**config.mk**
```make
export PLATFORM = sky130hd
export DESIGN_NAME = sdram_init_sequencer
export DESIGN_NICKNAME = d
export VERILOG_FILES = /design/src/rtl/sdram_init_sequencer.sv
export SDC_FILE = /design/constraint.sdc
export NUM_CORES = 1
export LEC_CHECK = 0
export BUFFER_PORTS_ARGS = -buffer_cell sky130_fd_sc_hd__buf_2
export CORE_MARGIN = 4
export CORE_UTILIZATION = 60
export DETAILED_ROUTE_END_ITERATION = 10
export PLACE_DENSITY = 0.94
export SYNTH_ARGS = -nofsm -noshare
export SYNTH_HDL_FRONTEND = slang
export SYNTH_SLANG_ARGS = --single-unit
```
**constraint.sdc**
```tcl
create_clock -name clk -period 5.1 [get_ports clk]
set_input_delay 0.765 -clock clk [delete_from_list [all_inputs] [get_ports clk]]
set_output_delay 0.765 -clock clk [all_outputs]
set_load 0.005 [all_outputs]
```
**src/rtl/sdram_init_sequencer.sv**
```systemverilog
// SDRAM power-up initialisation: NOP wait, PRECHARGE ALL, N x AUTO REFRESH,
// LOAD MODE, then config_done; a software reinit reruns from PRECHARGE.
// Ports: clk, reset_n (sync, active low), reinit (1-cycle pulse, used in DONE);
//        cke, cs_n/ras_n/cas_n/we_n, a[12:0], ba[1:0], config_done (all registered).
module sdram_init_sequencer #(
    parameter int          T_POWERUP   = 5000,
    parameter int          T_RP        = 2,
    parameter int          T_RFC       = 7,
    parameter int          T_MRD       = 2,
    parameter int          NUM_REFRESH = 2,
    parameter logic [12:0] MODE_VALUE  = 13'h020
) (
    input  logic        clk,
    input  logic        reset_n,
    input  logic        reinit,
    output logic        cke,
    output logic        cs_n,
    output logic        ras_n,
    output logic        cas_n,
    output logic        we_n,
    output logic [12:0] a,
    output logic [1:0]  ba,
    output logic        config_done
);

    localparam int MAX_A = (T_POWERUP > T_RP) ? T_POWERUP : T_RP;
    localparam int MAX_B = (T_RFC > T_MRD) ? T_RFC : T_MRD;
    localparam int MAXT  = (MAX_A > MAX_B) ? MAX_A : MAX_B;
    localparam int CW    = $clog2(MAXT) + 1;
    localparam int RW    = $clog2(NUM_REFRESH + 1);

    localparam logic [3:0] CMD_NOP = 4'b0111;
    localparam logic [3:0] CMD_PRE = 4'b0010;
    localparam logic [3:0] CMD_REF = 4'b0001;
    localparam logic [3:0] CMD_LMR = 4'b0000;

    typedef enum logic [3:0] {
        S_RESET,
        S_POWERUP,
        S_PRE,
        S_WAIT_RP,
        S_REF,
        S_WAIT_RFC,
        S_LMR,
        S_WAIT_MRD,
        S_DONE
    } state_e;

    state_e         state_q, state_d;
    logic [CW-1:0]  cnt_q, cnt_d;
    logic [RW-1:0]  ref_q, ref_d;
    logic           cke_q, cke_d;
    logic [3:0]     cmd_q, cmd_d;
    logic [12:0]    a_q, a_d;
    logic [1:0]     ba_q, ba_d;
    logic           done_q, done_d;
    logic           cnt_zero;
    logic           refs_done;
    logic [RW-1:0]  ref_inc;

    assign cnt_zero = (cnt_q == '0);
    assign ref_inc  = ref_q + RW'(1);
    // In REFRESH the current command is not yet reflected in ref_q.
    assign refs_done = (state_q == S_REF) ? (ref_inc == RW'(NUM_REFRESH))
                                          : (ref_q == RW'(NUM_REFRESH));

    always_comb begin
        state_d = state_q;
        cnt_d   = cnt_q;
        ref_d   = ref_q;
        unique case (state_q)
            S_RESET: begin
                state_d = S_POWERUP;
                cnt_d   = CW'(T_POWERUP - 1);
            end
            S_POWERUP: begin
                if (cnt_zero) state_d = S_PRE;
                else          cnt_d   = cnt_q - CW'(1);
            end
            S_PRE: begin
                ref_d = '0;
                if (T_RP > 1) begin
                    state_d = S_WAIT_RP;
                    cnt_d   = CW'(T_RP - 2);
                end else begin
                    state_d = S_REF;
                end
            end
            S_WAIT_RP: begin
                if (cnt_zero) state_d = S_REF;
                else          cnt_d   = cnt_q - CW'(1);
            end
            S_REF: begin
                ref_d = ref_inc;
                if (T_RFC > 1) begin
                    state_d = S_WAIT_RFC;
                    cnt_d   = CW'(T_RFC - 2);
                end else begin
                    state_d = refs_done ? S_LMR : S_REF;
                end
            end
            S_WAIT_RFC: begin
                if (cnt_zero) state_d = refs_done ? S_LMR : S_REF;
                else          cnt_d   = cnt_q - CW'(1);
            end
            S_LMR: begin
                if (T_MRD > 1) begin
                    state_d = S_WAIT_MRD;
                    cnt_d   = CW'(T_MRD - 2);
                end else begin
                    state_d = S_DONE;
                end
            end
            S_WAIT_MRD: begin
                if (cnt_zero) state_d = S_DONE;
                else          cnt_d   = cnt_q - CW'(1);
            end
            S_DONE: begin
                if (reinit) state_d = S_PRE;
            end
            default: state_d = S_RESET;
        endcase
    end

    // Outputs are decoded from the next state so they register in step with it.
    always_comb begin
        cke_d  = 1'b1;
        cmd_d  = CMD_NOP;
        a_d    = '0;
        ba_d   = '0;
        done_d = 1'b0;
        unique case (state_d)
            S_PRE: begin
                cmd_d = CMD_PRE;
                a_d   = 13'h400;
            end
            S_REF:   cmd_d  = CMD_REF;
            S_LMR: begin
                cmd_d = CMD_LMR;
                a_d   = MODE_VALUE;
            end
            S_DONE:  done_d = 1'b1;
            default: cmd_d  = CMD_NOP;
        endcase
    end

    always_ff @(posedge clk) begin
        if (!reset_n) begin
            state_q <= S_RESET;
            cnt_q   <= '0;
            ref_q   <= '0;
            cke_q   <= 1'b0;
            cmd_q   <= CMD_NOP;
            a_q     <= '0;
            ba_q    <= '0;
            done_q  <= 1'b0;
        end else begin
            state_q <= state_d;
            cnt_q   <= cnt_d;
            ref_q   <= ref_d;
            cke_q   <= cke_d;
            cmd_q   <= cmd_d;
            a_q     <= a_d;
            ba_q    <= ba_d;
            done_q  <= done_d;
        end
    end

    assign cke                      = cke_q;
    assign {cs_n, ras_n, cas_n, we_n} = cmd_q;
    assign a                        = a_q;
    assign ba                       = ba_q;
    assign config_done              = done_q;

endmodule

```
[Word level (Yosys, flattened, before mapping)]
Cells that the tools add are included.
Word-level totals
  flip-flop bits (word level): 39
  input port bits: 3
  output and inout port bits: 21
  logic and storage cells: 46
Cells by class
  add/subtract/negate cells: 2
  equality and inequality tests: 15
  muxes and demuxes: 15
  reduce and logical (&&, ||, !) cells: 7
Operators by type and width (count)
  $pmux 14 s4: 1
  $pmux 4 s9: 1
  $eq 4x3->1 const B: 6
  $pmux 11 s2: 1
  $mux 4: 5
  $logic_not 14->1: 1
  $mux 14: 1
  $sub 14x1->14 const B: 1
  $eq 4x2->1 const B: 3
  $pmux 3 s3: 1
  $eq 4x4->1 const B: 2
  $eq 2x2->1 const B: 2
  $eq 4x1->1 const B: 1
  $logic_not 4->1: 1
  $pmux 2 s2: 1
  $reduce_bool 4->1: 1
  $reduce_or 4->1: 1
  $mux 1: 3
  $add 2x1->2 const B: 1
  $mux 2: 1
  $ne 2x2->1 const B: 1
  $reduce_and 2->1: 1
  $reduce_bool 2->1: 1
  $reduce_or 2->1: 1

[Logic depth before layout (Yosys ltp)]
  word-level depth: 8
  gate-level depth with buffers: 9
  depth with buffers taken out: 7

[Least setup slack after synthesis]
No wires, ideal clock.
  path kind: flip-flop to flip-flop
  from: reg cnt_q[0]
  to: reg cnt_q[0]
  setup time: 119 ps
  data arrival time: 2138 ps
  data required time: 4981 ps
  path slack: 2843 ps
  stages on the path, launching flop included: 10
  buffers on the path: 2
  period minus slack after synthesis: 2257 ps
  path through: dfxtp_1 inv_1 ha_1 or4b_1 buf_2 nor4_4 or2_1 buf_6 a21oi_2 o221a_1
Between the ends
  word-level cells in the longest chain between the ends: 3
  elaborated cells on any way between the ends: 6
  those cells by class: 1 x add/sub; 1 x eq/ne; 2 x mux; 2 x reduce/logical
RTL lines
  start, declared: line 50  | logic [CW-1:0] cnt_q, cnt_d;
  start signal, assigned: line 159  | cnt_q <= cnt_d;
  $sub 14x1->14 or $logic_not 14->1 (tied branches)
  $mux 14 or $ne 2x2->1 (tied branches)
  $pmux 14 s4 or $reduce_and 2->1 (tied branches)
Several ways; a longest one is shown, not always the timed one. The select of a mux whose other input is x is not followed.
A chain may end at the register's enable or synchronous reset.

[Final worst setup path]
  from: reg cnt_q[0]
  to: reg cnt_q[7]
The elaborated chain is that of the path after synthesis.

==> reports/results.env <==
GRT_OVERFLOW_TOTAL=0
TOTAL_COUNT_OF_HOLD_CHECK_FAILURES_IN_THE_FINAL_REPORT=0
MAX-CAP-VIOLATIONS=0
CLOCK_BUFFERS_CREATED_BY_TRITONCTS=3
POSTCTSSETUPREPAIRBUFS=0
FINCLKSKEW_PS=9.84
CTS_RESIZED=0
MINIMUM_SETUP_SLACK_AMONG_REG_TO_REG_PATHS_PS=2400
SYN-CELL-AREA_UM2=1530
SYNTH_CELL_TYPES=52
NUMBER_OF_GLOBAL_ROUTE_VIAS_BEFORE_REPAIR=1102
FINALNETCOUNT=185
ACHIEVABLE-FREQUENCY_MHz=370
DETAILEDROUTE.FIRSTPASSITERATIONCOUNT=7
BUFFER_PORTS.INSERTED=9
FINAL_CELL_COUNT_NO_FILL=209
WIRE_LENGTH_OF_THE_FIRST_GLOBAL_ROUTING_PASS_UM=5090
CTS.REPORTEDPATHS.CLKPINSLEW_PS=140
CTSROOTBUFFERMASTER='sky130_fd_sc_hd__clkbuf_4'
CTS_HOLD_BUFFERS=0
CORE_REGION_AREA_UM2=2450
GRT_MAX_DEGREE=24
DIE_AREA_UM2=3420
REGTOREGSTARTPOINT='cnt_q[0]$_SDFFE_PN0P_'
TIMING_WORST_SETUP_PATH_TYPE='flop to flop'
DRC_ERRORS=0
TIMING.CRITICAL_PATH.TO_TYPE='flop'
SYNTH_SEQ_CELLS=27
CAPTURING_POINT_OF_THE_WORST_REG2REG_PATH='cnt_q[7]$_SDFFE_PN0P_'
FINALHOLDWORSTSLACK_PS=543
WORST_PATH_DOMINANT_CELL_FAMILY='simple AND/OR/NAND/NOR gates'
NUM_ANTENNA_CELLS=0
DIE_WIDTH_UM=58.5
DP_CELLS=205
MAX_SLEW.WORST_PIN.SLEW_PS=657
ROWS=18
FINALPOWER_uW=424
YOSYSTOPAREACELLSHARE_PCT=35.3
POST_SYNTH_INST_COUNT=179
HOLDPATHEND='ref_q[1]$_SDFFE_PN0P_'
SLOWEST_CELL_ON_CRIT_PATH='sky130_fd_sc_hd__or4b_1'
DETAIL_ROUTE.ITER0.VIOLATIONS=57
HTREE_LEVELS=1
TIMING.CRITICAL_PATH.SLOWEST_CELL_DELAY_PS=620
MIN-DELAY-PATH-CLASS='flop to flop'
CLK-INSERTION-DELAY-LATE_PS=320
GRT_SETUP_UNREPAIRED='false'
FINAL_LAYOUT_SIZE_SUFFIX_GT1_SHARE_PCT=13.4
CTS_TREE='yes'
FIN_CRIT_SHARE_PCT=53.0
MOSTFREQUENTLAYOUTCELL='sky130_fd_sc_hd__dfxtp_1'
CRITPATHREQUIREDTIME_PS=5340
PERIOD_MINUS_SLACK_PS=2700
AVERAGE_INSTANCE_AREA_AFTER_SYNTHESIS_UM2=8.56
AREA_DELTA_SYNTH_FINAL_PCT=-1.55
YOSYSWARNINGS=0
OUTCOME='finished clean'
CRIT_CHAIN='inv_1 -> ha_1 -> or4b_1 -> nor4_4 -> or2_1 -> o22ai_1 -> and2_1'
HOLD_PATH.STARTPOINT='ref_q[1]$_SDFFE_PN0P_'
STARTPOINT_TYPES='flop'
TIMING.CRITICAL_PATH.DEPTH=7
ROUTE.DETAILED.WL_PER_INST_UM=14.3
SYNTH.LARGEST_AREA_CELL='sky130_fd_sc_hd__dfxtp_1'
ANTENNA_FOUND_INITIAL=0
CTS.SINK_COUNT=27
DOMINANT_SYNTHESIZED_FLOP_CELL='sky130_fd_sc_hd__dfxtp_1'
FP.DIEH_UM=58.5
DRT-VIAS-PER-INSTANCE=5.99
GP_CONGESTION=0.834
CRITICAL_PATH_ARRIVAL_PS=2940
CRITICAL_PATH.N_BUFFERS_INVERTERS=1
POWER.LEAKAGE_uW=0.000566
CTS-ROOT-TO-SINK-BUFFERS=2
ASYNC_FLOP_SHARE_PCT=0
WORSTREGTOREGCELLS=7
REPORT.FINAL.SETUP_VIOL=0
DRT_WL_TOTAL_UM=3000
TOTAL_ROUTING_USAGE_GR_PCT=19.1
IO-PIN-COUNT=24
CRIT_FANOUT=10
DP.FINAL_HPWL_UM=2170
YS_TOP_CELLS_BY_AREA='sky130_fd_sc_hd__dfxtp_1, sky130_fd_sc_hd__buf_4, sky130_fd_sc_hd__nor2_1, sky130_fd_sc_hd__nor4_1, sky130_fd_sc_hd__xnor2_1'
POWER_DENSITY_nW_PER_UM2=281
COMMONEST_CELLS_AFTER_ROUTING_FILL_AND_TAPS_ASIDE='sky130_fd_sc_hd__dfxtp_1, sky130_fd_sc_hd__nor2_1, sky130_fd_sc_hd__conb_1'
VIAS=1252
NUMBER_OF_SLEW_LIMIT_VIOLATIONS_IN_THE_FINAL_REPORT=0
HOLD_PATH_DEPTH=2
TIMING.SETUP.TNS_PS=0
INITIAL_CORE_UTIL_PCT=62.4
IR_WORST_VDD_mV=0.203
YS_SEQ_AREA_SHARE_PCT=35.3
TIMING.MAX_SLEW.REL_SLACK_PCT=56.1
SYNTH_EDF_COUNT=0
ANTENNA_LEFT=0
-- cell usage after synthesis (2+ instances only) --
cell type and instances:
sky130_fd_sc_hd__or2_2 2, sky130_fd_sc_hd__nor2_1 21, sky130_fd_sc_hd__a21oi_1 4, sky130_fd_sc_hd__buf_6 3
sky130_fd_sc_hd__buf_2 2, sky130_fd_sc_hd__a21boi_0 4, sky130_fd_sc_hd__nand3_1 2, sky130_fd_sc_hd__nor2b_1 2
sky130_fd_sc_hd__nor3_1 2, sky130_fd_sc_hd__xor2_1 2, sky130_fd_sc_hd__nand2b_1 2, sky130_fd_sc_hd__o211ai_1 2
sky130_fd_sc_hd__o21a_1 4, sky130_fd_sc_hd__or4_1 2, sky130_fd_sc_hd__o22ai_1 3, sky130_fd_sc_hd__inv_1 5
sky130_fd_sc_hd__dfxtp_1 27, sky130_fd_sc_hd__ha_1 2, sky130_fd_sc_hd__o21ai_1 2, sky130_fd_sc_hd__nand2_1 10
sky130_fd_sc_hd__xnor2_1 7, sky130_fd_sc_hd__o21ai_0 4, sky130_fd_sc_hd__nand3b_1 2, sky130_fd_sc_hd__buf_4 16
sky130_fd_sc_hd__nor4_1 11, sky130_fd_sc_hd__clkbuf_1 5, sky130_fd_sc_hd__a31oi_1 2, sky130_fd_sc_hd__and2_1 2
sky130_fd_sc_hd__nor4b_1 2, sky130_fd_sc_hd__or3_1 3
-- registers in the layout, indices dropped and copies added, names as in the netlist --
name / count
ref_q: 2
a: 2
cke: 1
cnt_q: 14
cmd_q: 3
config_done: 1
state_q: 4
-- cell type report --
cell class | instances | area (µm²)
well taps | 30 | 37.5
clock inverters | 1 | 5.00
flip-flops and latches | 27 | 541
fillers | 220 | 947
clock buffers | 3 | 22.5
inverters | 5 | 18.8
multi-input cells | 134 | 838
repair buffers | 9 | 45.0
-- where the power goes --
| group | total (µW) | switching (µW) | internal [µW] |
|---|---|---|---|
| Sequential | 238 | 15.7 | 223 |
| Clock | 89.0 | 59.6 | 29.4 |
| Combinational | 96.9 | 56.6 | 40.3 |
| Total | 424 | 132 | 292 |
-- per-stage QoR --
stage / utilization (%) / area (µm²) / setup WS [ps]
after CTS: 61.4 / 1510 / 2450
after global placement: 60.3 / 1480 / 2600
after detailed placement: 60.3 / 1480 / 2480
after floorplan: - / 1580 / 2840
final: 61.4 / 1510 / 2400
after global routing: 61.4 / 1510 / 2250
-- worst register-to-register path, cell delays in order (launching register included) --
cell	delay [ps]
sky130_fd_sc_hd__dfxtp_1	360
sky130_fd_sc_hd__inv_1	60
sky130_fd_sc_hd__ha_1	260
sky130_fd_sc_hd__or4b_1	620
sky130_fd_sc_hd__nor4_4	570
sky130_fd_sc_hd__or2_1	400
sky130_fd_sc_hd__o22ai_1	160
sky130_fd_sc_hd__and2_1	170
-- worst max-delay path by stage --
stage	slack, ps	endpoint	startpoint
2_1_floorplan	2840	cnt_q[0]$_SDFFE_PN0P_	cnt_q[0]$_SDFFE_PN0P_
3_3_place_gp	2600	cmd_q[2]$_SDFF_PN1_	cnt_q[0]$_SDFFE_PN0P_
3_5_place_dp	2480	cmd_q[2]$_SDFF_PN1_	cnt_q[0]$_SDFFE_PN0P_
4_1_cts	2450	cmd_q[2]$_SDFF_PN1_	cnt_q[0]$_SDFFE_PN0P_
5_1_grt	2250	cmd_q[2]$_SDFF_PN1_	cnt_q[0]$_SDFFE_PN0P_
6_report	2400	cnt_q[7]$_SDFFE_PN0P_	cnt_q[0]$_SDFFE_PN0P_
-- logic make-up after synthesis --
| logic type | after synthesis | synth area share (%) |
|---|---|---|
| buffers and inverters | 31 | 13.2 |
| adder cells (fa/ha/maj) | 2 | 1.63 |
| XOR/XNOR | 9 | 5.15 |
| flip-flops | 27 | 35.3 |
| other | 1 | 0.245 |
| AO/OA/AOI/OAI | 34 | 15.9 |
| AND/OR/NAND/NOR | 75 | 28.7 |
-- per-layer routing --
metal / global-route usage (%) / up-vias / wire [µm]
met1: 23.8 / 571 / 1230
met5: 0 / - / 0
met4: 8.61 / 0 / 48
met2: 32.1 / 66 / 1460
met3: 3.07 / 4 / 253
li1: - / 611 / -
Note: power is estimated with default switching activity, not from simulation.
